File: src/rtl/seq_det_ctrl.sv
// seq_det_ctrl: sequencer for a serial 11011 detector (Moore, overlapping).
// Takes parallel words over valid/ready and shifts them MSB-first into the
// detector. It counts the detector hits, then drives two zeros to flush the
// detector back to s0. It returns one result per word over valid/ready.
// Optional feature macro: SEQDET_FIRSTPOS_EN adds res_first_pos, the bit
// index of the last bit of the first match.
module seq_det_ctrl #(
  parameter int WORD_W = 16,
  parameter int CNT_W  = 5
) (
  input  logic              clk,
  input  logic              rst,
  input  logic [WORD_W-1:0] word_in,
  input  logic              word_valid,
  output logic              word_ready,
  output logic              det_in,
  input  logic              det_out,
  output logic              res_valid,
  input  logic              res_ready,
  output logic [CNT_W-1:0]  res_count,
  output logic              res_hit,
`ifdef SEQDET_FIRSTPOS_EN
  output logic [$clog2(WORD_W)-1:0] res_first_pos,
`endif
  output logic              busy
);

  localparam int                IDX_W    = $clog2(WORD_W);
  localparam logic [IDX_W-1:0]  IDX_LAST = IDX_W'(WORD_W - 1);
  localparam logic [CNT_W-1:0]  CNT_MAX  = '1;

  typedef enum logic [2:0] {
    IDLE   = 3'd0,
    SHIFT  = 3'd1,
    FLUSH0 = 3'd2,
    FLUSH1 = 3'd3,
    RESULT = 3'd4
  } state_t;

  state_t             state, state_nxt;
  logic [WORD_W-1:0]  shreg;
  logic [IDX_W-1:0]   idx;
  logic [CNT_W-1:0]   count;
  logic               sample;
  logic               accept;

`ifdef SEQDET_FIRSTPOS_EN
  logic               found;
  logic [IDX_W-1:0]   first_pos;
`endif

  // State register.
  // NOTE: sequential state uses non-blocking (<=) so every flop samples
  // pre-edge values; blocking (=) here would create order-dependent races.
  always_ff @(posedge clk or posedge rst) begin
    if (rst) state <= IDLE;
    else     state <= state_nxt;
  end

  // Next-state and handshake/serial outputs.
  // NOTE: every output gets a default first, so no path through the case
  // leaves a variable unassigned and no latch is inferred.
  always_comb begin
    state_nxt  = state;
    word_ready = 1'b0;
    det_in     = 1'b0;
    res_valid  = 1'b0;
    busy       = 1'b1;
    sample     = 1'b0;
    case (state)
      IDLE: begin
        word_ready = 1'b1;
        busy       = 1'b0;
        if (word_valid) state_nxt = SHIFT;
      end
      SHIFT: begin
        det_in = shreg[WORD_W-1];
        // det_out lags by one cycle; at idx 0 it still reflects the flush.
        sample = (idx != '0);
        if (idx == IDX_LAST) state_nxt = FLUSH0;
      end
      FLUSH0: begin
        // Carries the detector's verdict on the word's last bit.
        sample    = 1'b1;
        state_nxt = FLUSH1;
      end
      FLUSH1: state_nxt = RESULT;
      RESULT: begin
        res_valid = 1'b1;
        if (res_ready) state_nxt = IDLE;
      end
      default: state_nxt = IDLE;
    endcase
  end

  assign accept = (state == IDLE) && word_valid;

  // Datapath: shift register, bit index, saturating match count, first match.
  always_ff @(posedge clk or posedge rst) begin
    if (rst) begin
      shreg     <= '0;
      idx       <= '0;
      count     <= '0;
`ifdef SEQDET_FIRSTPOS_EN
      found     <= 1'b0;
      first_pos <= '0;
`endif
    end else begin
      if (accept) begin
        shreg     <= word_in;
        idx       <= '0;
        count     <= '0;
`ifdef SEQDET_FIRSTPOS_EN
        found     <= 1'b0;
        first_pos <= '0;
`endif
      end else if (state == SHIFT) begin
        shreg <= {shreg[WORD_W-2:0], 1'b0};
        idx   <= idx + IDX_W'(1);
      end
      if (sample && det_out) begin
        if (count != CNT_MAX) count <= count + CNT_W'(1);
`ifdef SEQDET_FIRSTPOS_EN
        // The hit seen now belongs to the bit driven one cycle earlier.
        if (!found) begin
          found     <= 1'b1;
          first_pos <= (state == FLUSH0) ? IDX_LAST : idx - IDX_W'(1);
        end
`endif
      end
    end
  end

  assign res_count = count;
  assign res_hit   = (count != '0);
`ifdef SEQDET_FIRSTPOS_EN
  assign res_first_pos = first_pos;
`endif

endmodule

File: config.mk
export PLATFORM = sky130hd
export DESIGN_NAME = seq_det_ctrl
export DESIGN_NICKNAME = d
export VERILOG_FILES = /design/src/rtl/seq_det_ctrl.sv
export SDC_FILE = /design/constraint.sdc
export NUM_CORES = 1
export LEC_CHECK = 0
export CORE_ASPECT_RATIO = 1.5
export CORE_MARGIN = 2
export CORE_UTILIZATION = 30
export DETAILED_ROUTE_END_ITERATION = 8
export SETUP_SLACK_MARGIN = 0.02
export SLEW_MARGIN = 5
export SYNTH_ARGS = -nofsm -noshare
export SYNTH_HDL_FRONTEND = slang
export SYNTH_SLANG_ARGS = --single-unit
File: constraint.sdc
create_clock -name clk -period 5.25 [get_ports clk]
set_clock_uncertainty 0.15 [all_clocks]
set_input_delay 1.05 -clock clk [delete_from_list [all_inputs] [get_ports clk]]
set_output_delay 1.05 -clock clk [all_outputs]
set_load 0.005 [all_outputs]
# Word level (Yosys, flattened, before mapping)
# Cells that the tools add are included.
# Widths: inputs -> output; s select.
# word_totals
inputBits	21
wordCells	38
output_inout_bits	10
regBits	28
# op_classes
muxes	16
reduce_logical	7
n_eq_ne	9
add_sub_neg	2
# ops
cell	count
$mux 16	2
$mux 5	3
$pmux 3 s5	1
$mux 3	3
$mux 4	2
$eq 3x2->1 const B	2
$ne 2x2->1 const B	3
$add 5x1->5 const B	1
$ne 5x5->1 const B	1
$reduce_bool 5->1	1
$add 4x1->4 const B	1
$eq 4x4->1 const B	1
$mux 1	4
$reduce_bool 4->1	1
$eq 3x1->1 const B	1
$eq 3x3->1 const B	1
$logic_not 3->1	1
$reduce_and 3->1	1
$logic_and 1x1->1	2
$pmux 1 s2	1
$reduce_bool 2->1	1

# Logic depth before layout (Yosys ltp)
# Gate-level depths: netlist of run 1.
# depth
depth_word	5
depth_mapped	7
ltp_nobuf	6

# Worst setup path before layout of run 1
# Ideal clock, no wire load.
# synth_timing
path_kind	register -> output
startpoint	register count[0], in the netlist res_count[0]
endpoint	output res_hit
path_buffers	0
path_slack_ps	2863
path_stages_with_launch	4
t_arrival_ps	1187
t_required_ps	4050
path_cell_list	dfrtp_1 -> inv_1 -> ha_1 -> or4b_2
# synth_via
elab_chain_len	1
# synth_rtl
item	line_no	source
from (decl)	43	logic [CNT_W-1:0] count;
from (signal assigned)	122	if (count != CNT_MAX) count <= count + CNT_W'(1);
$reduce_bool 5->1	135	assign res_hit = (count != '0);
to (decl)	21	output logic res_hit,
# No other way between the ends.

# Worst setup path in the final report of run 1
# layout_timing
startpoint	register state[0]
endpoint	output det_in
# layout_via
elab_chain_len	2
# layout_rtl
item	line_no	source
from (decl)	40	state_t state, state_nxt;
from (signal assigned)	57	else state <= state_nxt;
$eq 3x1->1	70	case (state)
$mux 1	70	
to (decl)	16	output logic det_in,
# No other way between the ends.

==> results of run 1 <==
layer usage:
metal / up-vias / global-route usage / part of all wire
li1: 542 / - / -
met2: 23 / 0.205 / 0.52
met5: - / 0 / 0
met4: 0 / 0.0593 / 0.017
met1: 501 / 0.124 / 0.42
met3: 4 / 0.0174 / 0.041
cells in the mapped netlist, types with 3 or more instances:
cell type / number
nand2b_1: 3
buf_2: 5
ha_1: 5
xor2_1: 3
dfrtp_1: 28
nand2_1: 16
mux2i_1: 13
nor3b_1: 3
inv_1: 8
o211ai_1: 3
o21ai_0: 17
nor2_1: 7
final cells by class:
cell class,instances,area share
timing repair buffer,31,0.165
multi-input combinational,98,0.368
inverter,8,0.0161
clock buffer,4,0.0296
tap,66,0.0444
sequential,28,0.376
worst paths after layout:
check | slack [ps] | end | start | cells after the start
max | 2020 | det_in | state[0] | 4
min | 370 | shreg[15] | shreg[14] | 1
min reg2reg | 370 | shreg[15] | shreg[14] | 1
max in group asynchronous | 3130 | shreg[14] | rst | 2
min in group asynchronous | 1180 | idx[1] | rst | 2
max reg2reg | 2780 | shreg[14] | state[1] | 4
power groups by stage:
stage	logic, mW	clock network [mW]	registers, mW
finish	0.387	0.134	0.371
global route	0.435	0.147	0.386
CTS	0.395	0.137	0.373
detailed placement	0.393	0	0.378
global placement	0.379	0	0.373
floorplan	0.281	0	0.354
per-stage QoR:
step / instances / util / instance area [sq um] / worst slack (ps)
floorplan: 142 / - / 1460 / 2860
global placement: 231 / 0.379 / 1810 / 2170
detailed placement: 231 / 0.379 / 1810 / 2120
CTS: 235 / 0.390 / 1860 / 2000
global route: 235 / 0.390 / 1860 / 1910
finish: 235 / 0.390 / 1860 / 2020
state kept, by name, indices dropped and copies added, names as in the netlist:
register	cells
shreg	16
res_count	5
idx	4
state	3
worst register-to-register path: cells and delay by family (launching register included):
| family | cells | cell delay, ps |
|---|---|---|
| compound gates | 1 | 300 |
| simple gates | 3 | 1410 |
| flops | 1 | 510 |
cell families after synthesis:
family	Yosys count	synth area share
XOR/XNOR	5	0.0300
AO/OA/AOI/OAI	29	0.124
multiplexers	14	0.0996
AND/OR/NAND/NOR	45	0.170
buffers and inverters	16	0.0532
adder cells (fa/ha/maj)	5	0.0429
flip-flops	28	0.481
==> results.txt, run 1 <==
Status - finished clean
Total grt overflow - 0
Hold-fix buffers at CTS - 0
Final Power - 0.892 mW
Number of filler cells placed in the layout - 498
Final Hold Viols - 0
Post_cts resized - 0
Final HPWL DP - 1.98 mm
GPL Wtd Cong - 0.776
Htree depth - 1
Yosys cell types - 34
Max incr delay on CP - 520 ps
Row Count - 31
Area of the multi-input gates - 686 sq um
Core Box Area - 4770 sq um
Seq/Total Area, Yosys - 0.481
Vias per cell - 4.55
Leakage - 0.848 nW
CP Buf/Inv Count - 2
Leading post-synthesis cells by cell area - dfrtp_1 (48%), mux2i_1 (8.9%), o21ai_0 (5.8%), ha_1 (4.3%), nand2_1 (4.1%)
Crit path max-delay family - buffers and inverters
Initial antenna violation count - 0
Max VDD drop - 0.000136 V
Minimum clock period - 3230 ps
PortBufs - 30
Die height - 89.4 microns
Top cell type's share of synthesized area - 0.481
Warnings, synthesis - 0
Worst EP required - 4050 ps
Clock transition at path regs - 100 ps
Slew @ Worst Pin - 1080 ps
Endpoints failing setup - 0
Clock Latency Late Sink - 280 ps
Max Buffers Root-to-Sink - 2
Pint - 0.587 mW
Combinational share of power - 0.434
First-pass GRT wire length - 4.67 mm
Via Count - 1070
Synth Register Bits - 28
Critical path endpoint category - primary output
Hold crit path type - reg2reg
Clock Sinks - 28
# IOs - 31
Sw Ratio - 0.342
Cell chosen for the clock root - clkbuf_8
Slew Viols, Final - 0
Avg Cell Area, Syn - 10.3 sq um
Final wirelength - 2.74 mm
Post-CTS Setup Bufs - 0
Max FO, Critical Path - 24
Syn-to-layout area delta - 27.7%
Antenna cell count - 0
Mapped Nets - 168
Pin count of the biggest net entering global routing - 38
Crit Path Class - reg2out
RSZ-0062 raised after global routing - no
Iteration-0 DRC Markers - 55
Share of cells above drive strength 1 - 0.0828
CP startpoint kind - flip-flop
Most common cell after layout, fill and taps aside - clkdlybuf4s50_1
DRC errors left - 0
Slowest-stage cell, CP - dfrtp_1
Psw - 0.305 mW
Area of the mapped netlist - 1460 sq um
Die W - 60.9 microns
Max-cap viol count - 0
Die footprint - 5440 sq um
FFs w/ async S/R, synth - 1.00
Clock power frac - 0.150
Number of global-route vias before repair - 1138
Sequential Power Share - 0.416
1st-pass router iterations - 4
GRT Total Usage - 0.114
Power Density - 479 nW/um^2
Initial Utilization - 0.306
Antenna Nets Post-Route - 0
CP arrival - 2030 ps
Num CTS Buffers - 3
Mapped Cells - 142
Cell taking the most area after synthesis - dfrtp_1
Fin nets - 196
Max Fclk - 0.309 GHz
Slew headroom - 0.279
FF/Latch Area - 701 sq um
Ys flop type - dfrtp_1
WHS - 368 ps
Sum Neg Setup Slack - 0 ps
Most frequent cells in the layout - clkdlybuf4s50_1 (30), dfrtp_1 (28), o21ai_0 (17), nand2_1 (16), mux2i_1 (13)
Period utilization - 0.616
Wire per inst - 11.7 microns
CTS tree - built
Crit-path cells - nor3b_4, buf_4, and2_1, clkdlybuf4s50_1
Post-synth EDFFs - 0
(Power assumes the default switching activity.)
==> run 2: changes to the inputs <==
Clock period 5.25 ns to 2.65 ns, I/O delays scaled along.
==> results.txt, run 2 (synthesis gave the netlist of run 1 again) <==
Status - finished clean
Total grt overflow - 0 (unchanged)
Crit Path Class - reg2reg
WHS Endpoint - shreg[15]
Share of cells above drive strength 1 - 0.104 (+0.0212)
Max FO, Critical Path - 5 (-79%)
Die height - 89.4 microns (unchanged)
Antenna Nets Post-Route - 0 (unchanged)
Initial Utilization - 0.306 (unchanged)
Hold-fix buffers at CTS - 0 (unchanged)
Critical path endpoint category - flip-flop
RR Endpoint - res_count[1]
Endpoints failing setup - 0 (unchanged)
Worst EP required - 2670 ps (-1380 ps)
Core Box Area - 4770 sq um (unchanged)
CP Buf/Inv Count - 1 (-1)
Area of the multi-input gates - 686 sq um (unchanged)
Clock Sinks - 28 (unchanged)
Worst path depth - 7 (+3)
Max reg flops - 16 (unchanged)
Iteration-0 DRC Markers - 59 (+7.3%)
Hold Path Stages - 1 (unchanged)
Slew headroom - 0.668 (+0.389)
Final Power - 1.80 mW (+100%)
Reg with most FFs - shreg
Num CTS Buffers - 3 (unchanged)
Row Count - 31 (unchanged)
Final HPWL DP - 2.00 mm (+1.1%)
Cell chosen for the clock root - clkbuf_8
Max Fclk - 0.396 GHz
Final wirelength - 2.79 mm (+1.8%)
R2R Setup Slk - 120 ps (-2660 ps)
Most common cell after layout, fill and taps aside - clkdlybuf4s50_1
R2R depth - 7 (+3)
Leakage - 0.872 nW (+2.8%)
Sum Neg Setup Slack - 0 ps (unchanged)
Number of filler cells placed in the layout - 485 (-2.6%)
GPL Wtd Cong - 0.841 (+8.4%)
Slew @ Worst Pin - 498 ps (-583 ps)
Antenna cell count - 0 (unchanged)
Hold crit path type - reg2reg
Placed Area - 1820 sq um (+0.83%)
Clock Latency Late Sink - 270 ps (about the same)
FF/Latch Area - 701 sq um (unchanged)
Fin nets - 200 (+2.0%)
RSZ-0062 raised after global routing - no
CP arrival - 2540 ps (+510 ps)
Die W - 60.9 microns (unchanged)
Critical register-to-register path startpoint - res_count[0]
Max-cap viol count - 0 (unchanged)
Layout Cells excl Fill - 239 (+1.7%)
Vias per cell - 4.63 (+1.6%)
Max incr delay on CP - 550 ps (+30 ps)
Minimum clock period - 2530 ps
CTS tree - built
DRC errors left - 0 (unchanged)
Placed cells - 233 (+0.87%)
Crit path max-delay family - simple AND/OR/NAND/NOR gates
PortBufs - 30 (unchanged)
Max VDD drop - 0.000258 V (+90%)
Pin count of the biggest net entering global routing - 29 (-24%)
Final Cell Area - 1890 sq um (+1.7%)
Slew Viols, Final - 0 (unchanged)
Period utilization - 0.954
CP dominant cell by count - ha_1
CP startpoint kind - flip-flop
Final Hold Viols - 0 (unchanged)
Clock transition at path regs - 100 ps (about the same)
Slowest-stage cell, CP - or4b_4
First-pass GRT wire length - 4.81 mm (+3.0%)
1st-pass router iterations - 4 (unchanged)
Power Density - 948 nW/um^2 (+98%)
Most frequent cells in the layout - clkdlybuf4s50_1 (29), dfrtp_1 (28), o21ai_0 (17), nand2_1 (16), mux2i_1 (13)
Initial antenna violation count - 0 (unchanged)
Max Buffers Root-to-Sink - 2 (unchanged)
Die footprint - 5440 sq um (unchanged)
Number of global-route vias before repair - 1133 (-0.44%)
Htree depth - 1 (unchanged)
Min-delay src - shreg[14]
Via Count - 1106 (+3.4%)
Crit-path cells - buf_4, ha_1, and3_1, ha_1, or4b_4, or2_4, mux2_4
GRT Total Usage - 0.117 (+0.00331)
Wire per inst - 11.7 microns (about the same)
Syn-to-layout area delta - 30.0%
# IOs - 31 (unchanged)
-- run 2: cell types whose count changed in the layout (fill, tap and decap cells not counted), sizes merged --
cell and change:
clkdlybuf4s50 -1, dlymetal6s2s +1, buf +4
-- run 2: what timing repair did --
item | in CTS | in global routing
endpoints found under the setup margin | 1 | 1
cloned | 0 | 0
buffers inserted | 2 | 0
pin swaps | 0 | 0
resized for setup | 0 | 1
-- run 2: area by class of cell --
| cell class | instances | share of cell area |
|---|---|---|
| clock buffer | 4 | 0.0291 |
| timing repair buffer | 35 | 0.180 |
| tap | 66 | 0.0436 |
| multi-input combinational | 98 | 0.362 |
| sequential | 28 | 0.370 |
| inverter | 8 | 0.0159 |
-- run 2: through the flow --
step | hold slack (ps) | util | worst slack (ps)
3_3_place_gp | 336 | 0.382 | 264
4_1_cts | 367 | 0.397 | 47.1
5_1_grt | 403 | 0.397 | 57.8
2_1_floorplan | 321 | - | 302
3_5_place_dp | 344 | 0.382 | 217
6_report | 361 | 0.397 | 122
-- run 2: worst max-delay path by stage --
stage | end | start | slack (ps)
global placement | res_count[1] | res_count[0] | 260
floorplan | res_count[1] | res_count[0] | 300
global route | res_count[1] | res_count[0] | 60
CTS | res_hit | res_count[1] | 50
finish | res_count[1] | res_count[0] | 120
detailed placement | res_count[1] | res_count[0] | 220
-- run 2: report_power, final --
| part | switching [mW] | internal [mW] |
|---|---|---|
| clock network | 0.131 | 0.133 |
| registers | 0.133 | 0.591 |
| logic | 0.348 | 0.459 |
-- run 2: metal layers --
| layer | share of wire | vias up | GRT usage |
|---|---|---|---|
| met3 | 0.051 | 4 | 0.0203 |
| met5 | 0 | - | 0 |
| met4 | 0.016 | 0 | 0.0593 |
| met2 | 0.52 | 33 | 0.213 |
| met1 | 0.42 | 520 | 0.125 |
| li1 | - | 549 | - |
